File: src/rtl/uart_bus_master_if.sv
// uart_bus_master_if: RX/TX byte-stream handshakes and MMIO bus signals of the bridge
interface uart_bus_master_if #(
  parameter int ADDR_W = 26
);
  logic [7:0]        i_rx_data;
  logic              i_rx_valid;
  logic              o_rx_ready;
  logic [7:0]        o_tx_data;
  logic              o_tx_valid;
  logic              i_tx_ready;
  logic [ADDR_W-1:0] o_addr;
  logic [31:0]       o_data;
  logic [3:0]        o_byte_we;
  logic              o_read_en;
  logic [31:0]       i_data;
  logic              o_busy;

  modport master (
    input  i_rx_data, i_rx_valid, i_tx_ready, i_data,
    output o_rx_ready, o_tx_data, o_tx_valid, o_addr, o_data, o_byte_we, o_read_en, o_busy
  );

  modport slave (
    output i_rx_data, i_rx_valid, i_tx_ready, i_data,
    input  o_rx_ready, o_tx_data, o_tx_valid, o_addr, o_data, o_byte_we, o_read_en, o_busy
  );
endinterface

File: src/rtl/uart_bus_master.sv
// uart_bus_master: turns UART command bytes into single 32-bit MMIO reads/writes and streams back ack/read data
module uart_bus_master #(
  parameter int ADDR_W         = 26,
  parameter int READ_LATENCY   = 1,
  parameter int TIMEOUT_CYCLES = 2500000
) (
  input logic               i_clk,
  input logic               i_rst_n,
  uart_bus_master_if.master bus
);
  localparam int TW = $clog2(TIMEOUT_CYCLES + 1);
  localparam logic [7:0] OP_WR   = 8'h57;
  localparam logic [7:0] OP_RD   = 8'h52;
  localparam logic [7:0] RSP_ACK = 8'h4B;
  localparam logic [7:0] RSP_ERR = 8'h3F;

  typedef enum logic [2:0] {
    S_IDLE, S_ADDR, S_DATA, S_BUS_WR, S_BUS_RD, S_WAIT_RD, S_RESP
  } state_t;

  state_t            r_state;
  logic              r_is_wr;
  logic [1:0]        r_cnt;
  logic [31:0]       r_addr;
  logic [31:0]       r_data;
  logic [23:0]       r_resp;
  logic [1:0]        r_left;
  logic [TW-1:0]     r_tmo;
  logic [1:0]        r_lat;
  logic              r_rx_ready;
  logic              r_tx_valid;
  logic [7:0]        r_tx_data;
  logic [ADDR_W-1:0] r_addr_out;
  logic [31:0]       r_data_out;
  logic [3:0]        r_byte_we;
  logic              r_read_en;

  logic        w_rx_fire;
  logic        w_tx_fire;
  logic        w_tmo_hit;
  logic        w_lat_hit;
  logic [31:0] w_addr_next;
  logic [31:0] w_data_next;
  logic        w_unused;

  assign w_rx_fire   = bus.i_rx_valid && r_rx_ready;
  assign w_tx_fire   = r_tx_valid && bus.i_tx_ready;
  assign w_tmo_hit   = r_tmo == TW'(TIMEOUT_CYCLES - 1);
  assign w_lat_hit   = r_lat == 2'(READ_LATENCY - 1);
  assign w_addr_next = {bus.i_rx_data, r_addr[31:8]};
  assign w_data_next = {bus.i_rx_data, r_data[31:8]};
  assign w_unused    = &{1'b0, r_addr};

  assign bus.o_rx_ready = r_rx_ready;
  assign bus.o_tx_valid = r_tx_valid;
  assign bus.o_tx_data  = r_tx_data;
  assign bus.o_addr     = r_addr_out;
  assign bus.o_data     = r_data_out;
  assign bus.o_byte_we  = r_byte_we;
  assign bus.o_read_en  = r_read_en;
  assign bus.o_busy     = r_state != S_IDLE;

  // Command FSM: collects opcode/address/data LSB first, issues one bus strobe, then drains the response bytes
  always_ff @(posedge i_clk or negedge i_rst_n) begin
    if (!i_rst_n) begin
      r_state    <= S_IDLE;
      r_is_wr    <= 1'b0;
      r_cnt      <= '0;
      r_addr     <= '0;
      r_data     <= '0;
      r_resp     <= '0;
      r_left     <= '0;
      r_tmo      <= '0;
      r_lat      <= '0;
      r_rx_ready <= 1'b0;
      r_tx_valid <= 1'b0;
      r_tx_data  <= '0;
      r_addr_out <= '0;
      r_data_out <= '0;
      r_byte_we  <= '0;
      r_read_en  <= 1'b0;
    end else begin
      case (r_state)
        S_IDLE: begin
          r_rx_ready <= 1'b1;
          r_cnt      <= '0;
          r_tmo      <= '0;
          if (w_rx_fire) begin
            if (bus.i_rx_data == OP_WR || bus.i_rx_data == OP_RD) begin
              r_is_wr <= bus.i_rx_data == OP_WR;
              r_state <= S_ADDR;
            end else begin
              r_rx_ready <= 1'b0;
              r_tx_valid <= 1'b1;
              r_tx_data  <= RSP_ERR;
              r_left     <= '0;
              r_state    <= S_RESP;
            end
          end
        end
        S_ADDR, S_DATA: begin
          if (w_rx_fire) begin
            r_tmo <= '0;
            r_cnt <= r_cnt + 1'b1;
            if (r_state == S_ADDR) r_addr <= w_addr_next;
            else r_data <= w_data_next;
            if (r_cnt == 2'd3 && r_state == S_DATA) begin
              r_rx_ready <= 1'b0;
              r_addr_out <= r_addr[ADDR_W+1:2];
              r_data_out <= w_data_next;
              r_byte_we  <= 4'hF;
              r_state    <= S_BUS_WR;
            end else if (r_cnt == 2'd3 && !r_is_wr) begin
              r_rx_ready <= 1'b0;
              r_addr_out <= w_addr_next[ADDR_W+1:2];
              r_read_en  <= 1'b1;
              r_state    <= S_BUS_RD;
            end else if (r_cnt == 2'd3) begin
              r_state <= S_DATA;
            end
          end else if (w_tmo_hit) begin
            r_state <= S_IDLE;
          end else begin
            r_tmo <= r_tmo + 1'b1;
          end
        end
        S_BUS_WR: begin
          r_byte_we  <= '0;
          r_tx_valid <= 1'b1;
          r_tx_data  <= RSP_ACK;
          r_left     <= '0;
          r_state    <= S_RESP;
        end
        S_BUS_RD: begin
          r_read_en <= 1'b0;
          r_lat     <= '0;
          r_state   <= S_WAIT_RD;
        end
        S_WAIT_RD: begin
          if (w_lat_hit) begin
            r_tx_data  <= bus.i_data[7:0];
            r_resp     <= bus.i_data[31:8];
            r_left     <= 2'd3;
            r_tx_valid <= 1'b1;
            r_state    <= S_RESP;
          end else begin
            r_lat <= r_lat + 1'b1;
          end
        end
        S_RESP: begin
          if (w_tx_fire && r_left == '0) begin
            r_tx_valid <= 1'b0;
            r_rx_ready <= 1'b1;
            r_state    <= S_IDLE;
          end else if (w_tx_fire) begin
            r_tx_data <= r_resp[7:0];
            r_resp    <= {8'h00, r_resp[23:8]};
            r_left    <= r_left - 1'b1;
          end
        end
        default: r_state <= S_IDLE;
      endcase
    end
  end
endmodule

File: src/flat_wrapper.sv
// flat-port wrapper written by rule: the top's interface ports become plain ports
module uart_bus_master_flat 
#(
  parameter int ADDR_W         = 26,
  parameter int READ_LATENCY   = 1,
  parameter int TIMEOUT_CYCLES = 2500000
)
  (i_clk, i_rst_n, bus_i_rx_data, bus_i_rx_valid, bus_i_tx_ready, bus_i_data, bus_o_rx_ready, bus_o_tx_data, bus_o_tx_valid, bus_o_addr, bus_o_data, bus_o_byte_we, bus_o_read_en, bus_o_busy);
  uart_bus_master_if #(.ADDR_W(ADDR_W)) bus_i ();
  input logic i_clk;
  input logic i_rst_n;
  input wire logic [$bits(bus_i.i_rx_data)-1:0] bus_i_rx_data;
  input wire logic [$bits(bus_i.i_rx_valid)-1:0] bus_i_rx_valid;
  input wire logic [$bits(bus_i.i_tx_ready)-1:0] bus_i_tx_ready;
  input wire logic [$bits(bus_i.i_data)-1:0] bus_i_data;
  output wire logic [$bits(bus_i.o_rx_ready)-1:0] bus_o_rx_ready;
  output wire logic [$bits(bus_i.o_tx_data)-1:0] bus_o_tx_data;
  output wire logic [$bits(bus_i.o_tx_valid)-1:0] bus_o_tx_valid;
  output wire logic [$bits(bus_i.o_addr)-1:0] bus_o_addr;
  output wire logic [$bits(bus_i.o_data)-1:0] bus_o_data;
  output wire logic [$bits(bus_i.o_byte_we)-1:0] bus_o_byte_we;
  output wire logic [$bits(bus_i.o_read_en)-1:0] bus_o_read_en;
  output wire logic [$bits(bus_i.o_busy)-1:0] bus_o_busy;
  assign bus_i.i_rx_data = bus_i_rx_data;
  assign bus_i.i_rx_valid = bus_i_rx_valid;
  assign bus_i.i_tx_ready = bus_i_tx_ready;
  assign bus_i.i_data = bus_i_data;
  assign bus_o_rx_ready = bus_i.o_rx_ready;
  assign bus_o_tx_data = bus_i.o_tx_data;
  assign bus_o_tx_valid = bus_i.o_tx_valid;
  assign bus_o_addr = bus_i.o_addr;
  assign bus_o_data = bus_i.o_data;
  assign bus_o_byte_we = bus_i.o_byte_we;
  assign bus_o_read_en = bus_i.o_read_en;
  assign bus_o_busy = bus_i.o_busy;
  uart_bus_master #(.ADDR_W(ADDR_W), .READ_LATENCY(READ_LATENCY), .TIMEOUT_CYCLES(TIMEOUT_CYCLES)) u_core (.i_clk(i_clk), .i_rst_n(i_rst_n), .bus(bus_i));
endmodule
File: config.mk
export PLATFORM = sky130hd
export DESIGN_NAME = uart_bus_master_flat
export DESIGN_NICKNAME = d
export VERILOG_FILES = /design/src/rtl/uart_bus_master_if.sv /design/src/rtl/uart_bus_master.sv /design/src/flat_wrapper.sv
export SDC_FILE = /design/constraint.sdc
export NUM_CORES = 1
export LEC_CHECK = 0
export BUFFER_PORTS_ARGS = -buffer_cell sky130_fd_sc_hd__buf_2
export CAP_MARGIN = 40
export CORE_ASPECT_RATIO = 0.8
export CORE_MARGIN = 10
export CORE_UTILIZATION = 57
export DETAILED_ROUTE_END_ITERATION = 12
export PLACE_DENSITY = 0.86
export SYNTH_ARGS = -nofsm -noshare
export SYNTH_HDL_FRONTEND = slang
export SYNTH_SLANG_ARGS = --single-unit
File: constraint.sdc
create_clock -name i_clk -period 2.7 [get_ports i_clk]
set_clock_uncertainty 0.15 [all_clocks]
set_input_delay 0.81 -clock i_clk [delete_from_list [all_inputs] [get_ports i_clk]]
set_output_delay 0.81 -clock i_clk [all_outputs]
set_load 0.005 [all_outputs]
Yosys cells after proc, flatten, opt, wreduce, memory -nomap -nowiden
Cells that the tools add are included.
{ "word_totals": {"regBits": 193, "latch_bits": 0, "ram_bits": 0, "romBits": 0, "in_bits": 44, "wordCells": 135, "n_memories": 0} }
{ "op_classes": {"n_addsub": 4, "n_mul": 0, "div": 0, "magnitude_cmp": 0, "n_eq_ne": 25, "shift": 0, "n_mux": 54, "n_bitwise": 1, "n_reduce_logical": 35} }
{ "op_table": {"columns": ["cell", "count"], "rows": [
  ["24-bit 2-to-1 mux", 3],
  ["26-bit 2-to-1 mux", 2],
  ["24-bit one-hot mux with 2 select lines", 1],
  ["22-bit 2-to-1 mux", 2],
  ["22-bit one-hot mux with 2 select lines", 1],
  ["8-bit 2-to-1 mux", 5],
  ["8-bit one-hot mux with 4 select lines", 1],
  ["3-bit 2-to-1 mux", 9],
  ["22-bit by 1-bit adder with 22-bit output (second input constant)", 1],
  ["22-bit == test (second input constant)", 1],
  ["3-bit one-hot mux with 6 select lines", 1],
  ["3-bit AND reduction", 6],
  ["8-bit by 7-bit == test with 1-bit output (second input constant)", 2],
  ["2-bit 2-to-1 mux", 7],
  ["2-bit by 1-bit inequality test with 1-bit output (second input constant)", 7],
  ["1-bit 2-to-1 mux", 13],
  ["4-bit AND reduction", 3],
  ["2-bit nonzero test", 6],
  ["5-bit AND reduction", 2],
  ["3-bit == test (second input constant)", 3],
  ["4-bit 2-to-1 mux", 2],
  ["2-bit inequality test (second input constant)", 4],
  ["2-bit one-hot mux with 2 select lines", 2],
  ["2-bit one-hot mux with 4 select lines", 1],
  ["23 further kinds", 34]
]} }

Depth between registers and ports, before layout
Gate-level depths: netlist (run 1).
{ "logic_depth": {"ltp_word": 6, "ltp_mapped": 9} }

Worst setup path after synthesis (run 1)
Ideal clock, no wire load.
{ "synth_path": {"path_kind": "input-to-reg", "from": "input port bus_i_rx_data[5]", "to": "register u_core.r_tx_data[0] (netlist: u_core.bus.o_tx_data[0])", "t_arrival_ns": 1.965, "required_time_ns": 2.425, "setup_slack_ns": 0.460, "cell_stages": 6, "path_buffers": 1, "path_cell_list": "and4bb_1 and3_1 buf_6 o21ai_4 o211ai_4 mux2_4"} }
{ "synth_via": {"elab_chain_cells": 4, "word_cells_on_any_way": 5, "classes_between": "3 x eq/ne; 2 x reduce/logical"} }
{ "synth_rtl": {"columns": ["item", "line_no", "source"], "rows": [
  ["start, declared", "flat_wrapper.sv:12", "input wire logic [$bits(bus_i.i_rx_data)-1:0] bus_i_rx_data;"],
  ["8-bit by 7-bit == test with 1-bit output", "uart_bus_master.sv:89", "if (bus.i_rx_data == OP_WR || bus.i_rx_data == OP_RD) begin"],
  ["1-bit logical OR *", "uart_bus_master.sv:89", null],
  ["2-bit inequality test (no source line) *", null, null],
  ["6-bit AND reduction (no source line) *", null, null],
  ["end signal, assigned", "uart_bus_master.sv:141", "r_tx_data <= bus.i_data[7:0];"],
  ["end signal, assigned", "uart_bus_master.sv:156", "r_tx_data <= r_resp[7:0];"],
  ["end, declared", "uart_bus_master.sv:32", "logic [7:0] r_tx_data;"]
]} }
Every way passes the cells marked *; elsewhere a longest branch is shown, timed or not.
A chain may end at the register's enable or synchronous reset.

Worst setup path in the final report (run 1)
{ "layout_path": {"from": "register u_core.r_state[1]", "to": "output port bus_o_busy"} }
{ "layout_via": {"elab_chain_cells": 1} }
{ "layout_rtl": {"columns": ["item", "line_no", "source"], "rows": [
  ["start, declared", "uart_bus_master.sv:21", "state_t r_state;"],
  ["start signal, assigned", "uart_bus_master.sv:66", "r_state <= S_IDLE;"],
  ["start signal, assigned", "uart_bus_master.sv:91", "r_state <= S_ADDR;"],
  ["start signal, assigned", "uart_bus_master.sv:97", "r_state <= S_RESP;"],
  ["3-bit nonzero test", "uart_bus_master.sv:61", "assign bus.o_busy = r_state != S_IDLE;"],
  ["end, declared", "flat_wrapper.sv:23", "output wire logic [$bits(bus_i.o_busy)-1:0] bus_o_busy;"]
]} }
No other way between the ends.

==> results.yml, run 1 <==
clock_network:
  clk_pin_slew_worst_paths_ns: 0.07
  numCtsBuffers: 17
  cts_resized: 0
  cts_tree: "yes"
  cts_sinks: 180
  hold_buffers: 0
  root_buffer: "clkbuf_16"
  cts_setup_buffers: 0
  clock_path_buffers: 2
  h-tree-depth: 4
  clock_latency_ns: 0.44
sta:
  holdWs_ns: 0.135
  maxSlewViolCount: 0
  setup_viol: 0
  slew_headroom_pct: 41.1
  fmax_mhz: 383
  layout_min_cycle_time_ns: 2.61
  finalHoldViolCount: 0
  min_period_over_period_pct: 96.7
  finalSetupTns_ns: 0
  worst_slew_pin_slew_ns: 0.878
  rsz0062_at_grt: "no"
layout:
  nets: 872
  areaGrowthSynthToFinish_pct: 17.4
  antenna_cells: 0
  drive_gt1_share_pct: 33.3
  nFillCells: 1010
  final_cells: 1021
  utilization_pct: 68.3
die:
  rows: 39
  die_w_um: 155
  ios: 118
  chipHeight_um: 128
  die_area_mm2: 0.0198
  start_util_pct: 58.1
  core_area_mm2: 0.0143
yosys:
  avgSynthCellArea_um2: 11.7
  synth_nets: 758
  synth.area.mux_share_pct: 19.8
  ys_ff_latch: 180
  yosysWarnings: 0
  synth_ff_type: "dfrtp_1"
  synth_top_family_by_area: "multiplexers"
  synthTopCellsByCount: "180 x dfrtp_1, 83 x nand2_1, 70 x o21ai_0"
  synth_top_area_cell: "dfrtp_1"
  netlist_area_mm2: 0.00831
  synth.most_common_cell: "dfrtp_1"
  synth_fa_ha_area_share_pct: 0.858
  synth_compound_area_share_pct: 9.33
  synth-edff-count: 0
  yosysTopAreaCellShare_pct: 54.2
  synthTopCellsByArea: "dfrtp_1 54%, mux2_2 8.4%, mux2i_1 5.7%, mux2_4 4.5%, o21ai_0 4.2%"
  seq_area_frac_synth_pct: 54.2
  syn_inst: 710
  synthXorXnorAreaFrac_pct: 1.37
  async_flop_share_pct: 100
  synthSimpleGateAreaFrac_pct: 10.6
  ys_types: 63
min_path:
  min_path_type: "input port to asynchronous set/reset pin"
placement:
  gp_congestion: 0.920
  dpl.cell_count: 989
  dpl.hpwl_mm: 13.0
  portBuffers: 117
routing:
  firstDrtPassIters: 6
  vias: 5755
  drc: 0
  ant_nets: 0
  via_per_inst: 5.64
  drtIter0Drc: 425
  totalWireLength_mm: 18.8
  wl_per_cell_um: 18.4
worst_setup_path:
  cp.arrival_ns: 1.65
  path_class: "flop to output port"
  worstSetupEndpointType: "output port"
  reg2reg_slack_ns: 0.26
  crit_start: "u_core.r_state[1]"
  cp-start-kind: "flop"
  crit_required_ns: 1.74
  reg2reg_from: "u_core.r_tmo[0]"
  critPathMaxFanout: 15
global_routing:
  grt_use_total_pct: 19.6
  grt_max_degree: 53
  grt_pass1_wl_mm: 31.6
  grt_antenna_before_repair: 0
  grt-ovfl-total: 0
  grt_pass1_vias: 6117
run_status:
  outcome: "completed"
power:
  p_per_area_mw_per_mm2: 982
  ir_drop_mv: 0.598
  leakage_nw: 4.81
  total_power_mw: 9.59
flow_run:
  cap_violations: 0
==> worst max-delay path, cell delays in order, from the launching register on <==
cell,delay [ns]
dfrtp_2,0.47
buf_4,0.21
nor3_1,0.25
inv_1,0.13
buf_2,0.15
==> placed cells by master (no fill, tap or decap), types with 4 or more instances in the layout <==
| cell type | count |
|---|---|
| inv_6 | 4 |
| nand4_1 | 8 |
| o21a_1 | 5 |
| o21ai_0 | 70 |
| mux2_1 | 9 |
| buf_12 | 5 |
| ha_1 | 4 |
| mux2i_1 | 47 |
| a21oi_1 | 14 |
| inv_1 | 14 |
| nor2_1 | 26 |
| and2_1 | 4 |
| nand2_1 | 83 |
| xnor2_1 | 8 |
| buf_2 | 116 |
| mux2_4 | 25 |
| nand2b_1 | 4 |
| o211ai_1 | 5 |
| buf_4 | 20 |
| and3_1 | 5 |
| o22ai_1 | 7 |
| nand3_1 | 11 |
| mux2_2 | 62 |
| nor2b_1 | 5 |
| xor2_1 | 5 |
| clkbuf_16 | 17 |
| dfrtp_1 | 178 |
| nor3_1 | 11 |
==> layout make-up <==
type / count / area, um^2 / area share (%)
Clock buffer: 18 / 439 / 4.50
Clock inverter: 14 / 174 / 1.78
Inverter: 15 / 56.3 / 0.577
Multi-Input combinational cell: 468 / 3510 / 36.0
Sequential cell: 180 / 4510 / 46.2
Tap cell: 184 / 230 / 2.36
Timing Repair Buffer: 142 / 842 / 8.63
==> where the power goes <==
| part | switching [mW] | internal [mW] |
|---|---|---|
| clock | 1.11 | 1.49 |
| sequential | 0.594 | 3.44 |
| combinational | 1.52 | 1.43 |
| total | 3.22 | 6.37 |
==> per-stage QoR <==
stage | instance area (um^2) | setup slack, ns
final | 9760 | 0.0900
after global routing | 9760 | 0.0400
after CTS | 9760 | 0.0670
after detailed placement | 9150 | 0.182
after global placement | 9150 | 0.208
after floorplan | 8310 | 0.460
==> sequential cells by signal, indices dropped and copies added (netlist names), 3 cells and up <==
register / flops
u_core.bus.o_data: 32
u_core.r_addr: 30
u_core.bus.o_addr: 26
u_core.r_data: 24
u_core.r_resp: 24
u_core.r_tmo: 22
u_core.bus.o_tx_data: 8
u_core.r_state: 3
==> path summary, 6_finish.rpt <==
kind                            cells after the start                     to
min in group i_clk                                  2  u_core.bus.o_addr[21]
max in group asynchronous                           2      u_core.r_state[1]
worst max-delay path                                4             bus_o_busy
worst min register to register                      2  u_core.bus.o_addr[21]
worst min-delay path                                1   u_core.bus.o_addr[5]
worst max register to register                      6       u_core.r_tmo[12]
==> routing by layer <==
layer  GRT usage (%)  share of wire [%]  up-vias
li1                -                  -     2739
met1            25.1                 45     2814
met2            31.0                 47      169
met3            5.90                6.0       33
met4            6.88                1.9        0
met5               0                  0        -
==> cells by family after synthesis <==
kind of cell / Yosys count
and+or+nand+nor: 180
DFF: 180
muxes: 143
AOI/OAI and AO/OA: 126
buffers and inverters: 62
xor gates and xnor gates: 13
adders and majority gates: 6
(Power assumes the default switching activity.)
==> inputs of run 2 (changes only) <==
- CORE_ASPECT_RATIO: 0.8 -> default
- REMOVE_ABC_BUFFERS: default -> 1
==> run 2 against run 1 <==
Clock power is 2% higher; sequential cell count stayed put; worst hold slack better by 0.049 ns; critical path type unchanged; critical endpoint unchanged; largest power group unchanged.
==> results.yml, run 2 (same netlist as run 1, synthesis figures left out) <==
min_path:
  min_path_type: "input port to asynchronous set/reset pin"
die:
  die_w_um: 141
  chipHeight_um: 141
  die_area_mm2: 0.0198
  core_area_mm2: 0.0144
  ios: 118
  start_util_pct: 57.6
  rows: 44
placement:
  dpl.cell_count: 985
  gp_congestion: 0.813
  dpl.hpwl_mm: 12.6
  portBuffers: 117
  placed_cell_area_mm2: 0.00911
layout:
  antenna_cells: 0
  layout_common_cells: "180 x dfrtp_1, 116 x buf_2, 83 x nand2_1, 70 x o21ai_0, 62 x mux2_2"
  fin_area_mm2: 0.00975
  final_common_cell: "dfrtp_1"
  final_cells: 1016
  nets: 868
  nFillCells: 1042
  drive_gt1_share_pct: 32.6
  areaGrowthSynthToFinish_pct: 17.3
  largest_reg_flops: 32
clock_network:
  cts_setup_buffers: 0
  cts_tree: "yes"
  clock_latency_ns: 0.42
  clock_path_buffers: 2
  numCtsBuffers: 17
  hold_buffers: 0
  clk_pin_slew_worst_paths_ns: 0.07
  cts_sinks: 180
  h-tree-depth: 4
  cts_resized: 0
  root_buffer: "clkbuf_16"
sta:
  finalSetupTns_ns: 0
  layout_min_cycle_time_ns: 2.61
  holdWs_ns: 0.184
  setup_viol: 0
  maxSlewViolCount: 0
  fmax_mhz: 383
  slew_headroom_pct: 44.0
  min_period_over_period_pct: 96.6
  worst_slew_pin_slew_ns: 0.835
  rsz0062_at_grt: "no"
  finalHoldViolCount: 0
worst_setup_path:
  path_class: "flop to output port"
  critPathMaxFanout: 15
  cp-start-kind: "flop"
  crit_required_ns: 1.74
  cp.arrival_ns: 1.65
  worstSetupEndpointType: "output port"
global_routing:
  grt_use_total_pct: 18.4
  grt-ovfl-total: 0
  grt_max_degree: 56
  grt_antenna_before_repair: 0
  grt_pass1_vias: 5937
  grt_pass1_wl_mm: 30.3
routing:
  drtIter0Drc: 496
  totalWireLength_mm: 18.3
  vias: 5744
  ant_nets: 0
  via_per_inst: 5.65
  firstDrtPassIters: 5
  wl_per_cell_um: 18.0
  drc: 0
power:
  total_power_mw: 9.59
  leakage_nw: 4.81
  p_per_area_mw_per_mm2: 984
  ir_drop_mv: 0.679
  sw_frac_of_total_pct: 32.8
  p_clk_share_pct: 27.6
  pwr-share-comb_pct: 30.3
  p_int_mw: 6.44
  power_switching_mw: 3.15
  p_seq_share_pct: 42.1
run_status:
  outcome: "completed"
flow_run:
  cap_violations: 0
-- run 2: cell count changes in the layout (fill, tap and decap cells not counted), sizes merged --
| cell | before | now |
|---|---|---|
| inv | 19 | 17 |
| bufinv | 3 | 4 |
| buf | 142 | 138 |
-- run 2: path summary, 6_finish.rpt --
check                                      start  cells past startpoint  slack, ns                     to
max                            u_core.r_state[1]                      3       0.09             bus_o_busy
min                                      i_rst_n                      1       0.18   u_core.bus.o_addr[9]
max reg2reg                      u_core.r_tmo[0]                      6       0.26        u_core.r_tmo[3]
min reg2reg                u_core.bus.o_addr[22]                      2       0.32  u_core.bus.o_addr[22]
max in group asynchronous                i_rst_n                      2       1.59   u_core.bus.o_addr[0]
min in group i_clk         u_core.bus.o_addr[22]                      2       0.32  u_core.bus.o_addr[22]
-- run 2: cell type report --
type                       count  area, um^2  share of cell area, %
sequential                   180        4500                   46.2
clock buffer                  18         439                   4.50
multi-input combinational    468        3510                   36.0
timing repair buffer         138         812                   8.33
tap                          184         230                   2.36
inverter                      15        56.3                  0.577
clock inverter                13         201                   2.07
-- run 2: worst max-delay path, cell delays in order (launching register included) --
cell	delay [ns]
dfrtp_1	0.58
nor3_1	0.35
inv_1	0.14
buf_2	0.15
-- run 2: power by group through the flow --
stage	combinational (mW)	clock, mW	sequential, mW
2_1_floorplan	1.87	0	3.97
3_3_place_gp	2.78	0	4.01
3_5_place_dp	2.89	0	4.06
4_1_cts	2.93	2.67	4.03
5_1_grt	3.23	2.79	4.13
6_report	2.91	2.65	4.04
-- run 2: routing by layer --
metal,vias to the layer above,track usage [%],wire length (um)
met5,-,0,0
met1,2842,22.6,7760
met4,0,4.57,253
li1,2725,-,-
met2,156,30.7,9080
met3,21,6.18,1210
-- run 2: metrics by stage --
step / setup slack, ns / utilization, %
final: 0.0909 / 67.6
after global routing: 0.0311 / 67.6
after CTS: 0.118 / 67.6
after detailed placement: 0.136 / 63.2
after global placement: 0.179 / 63.2
after floorplan: -1.24 / -
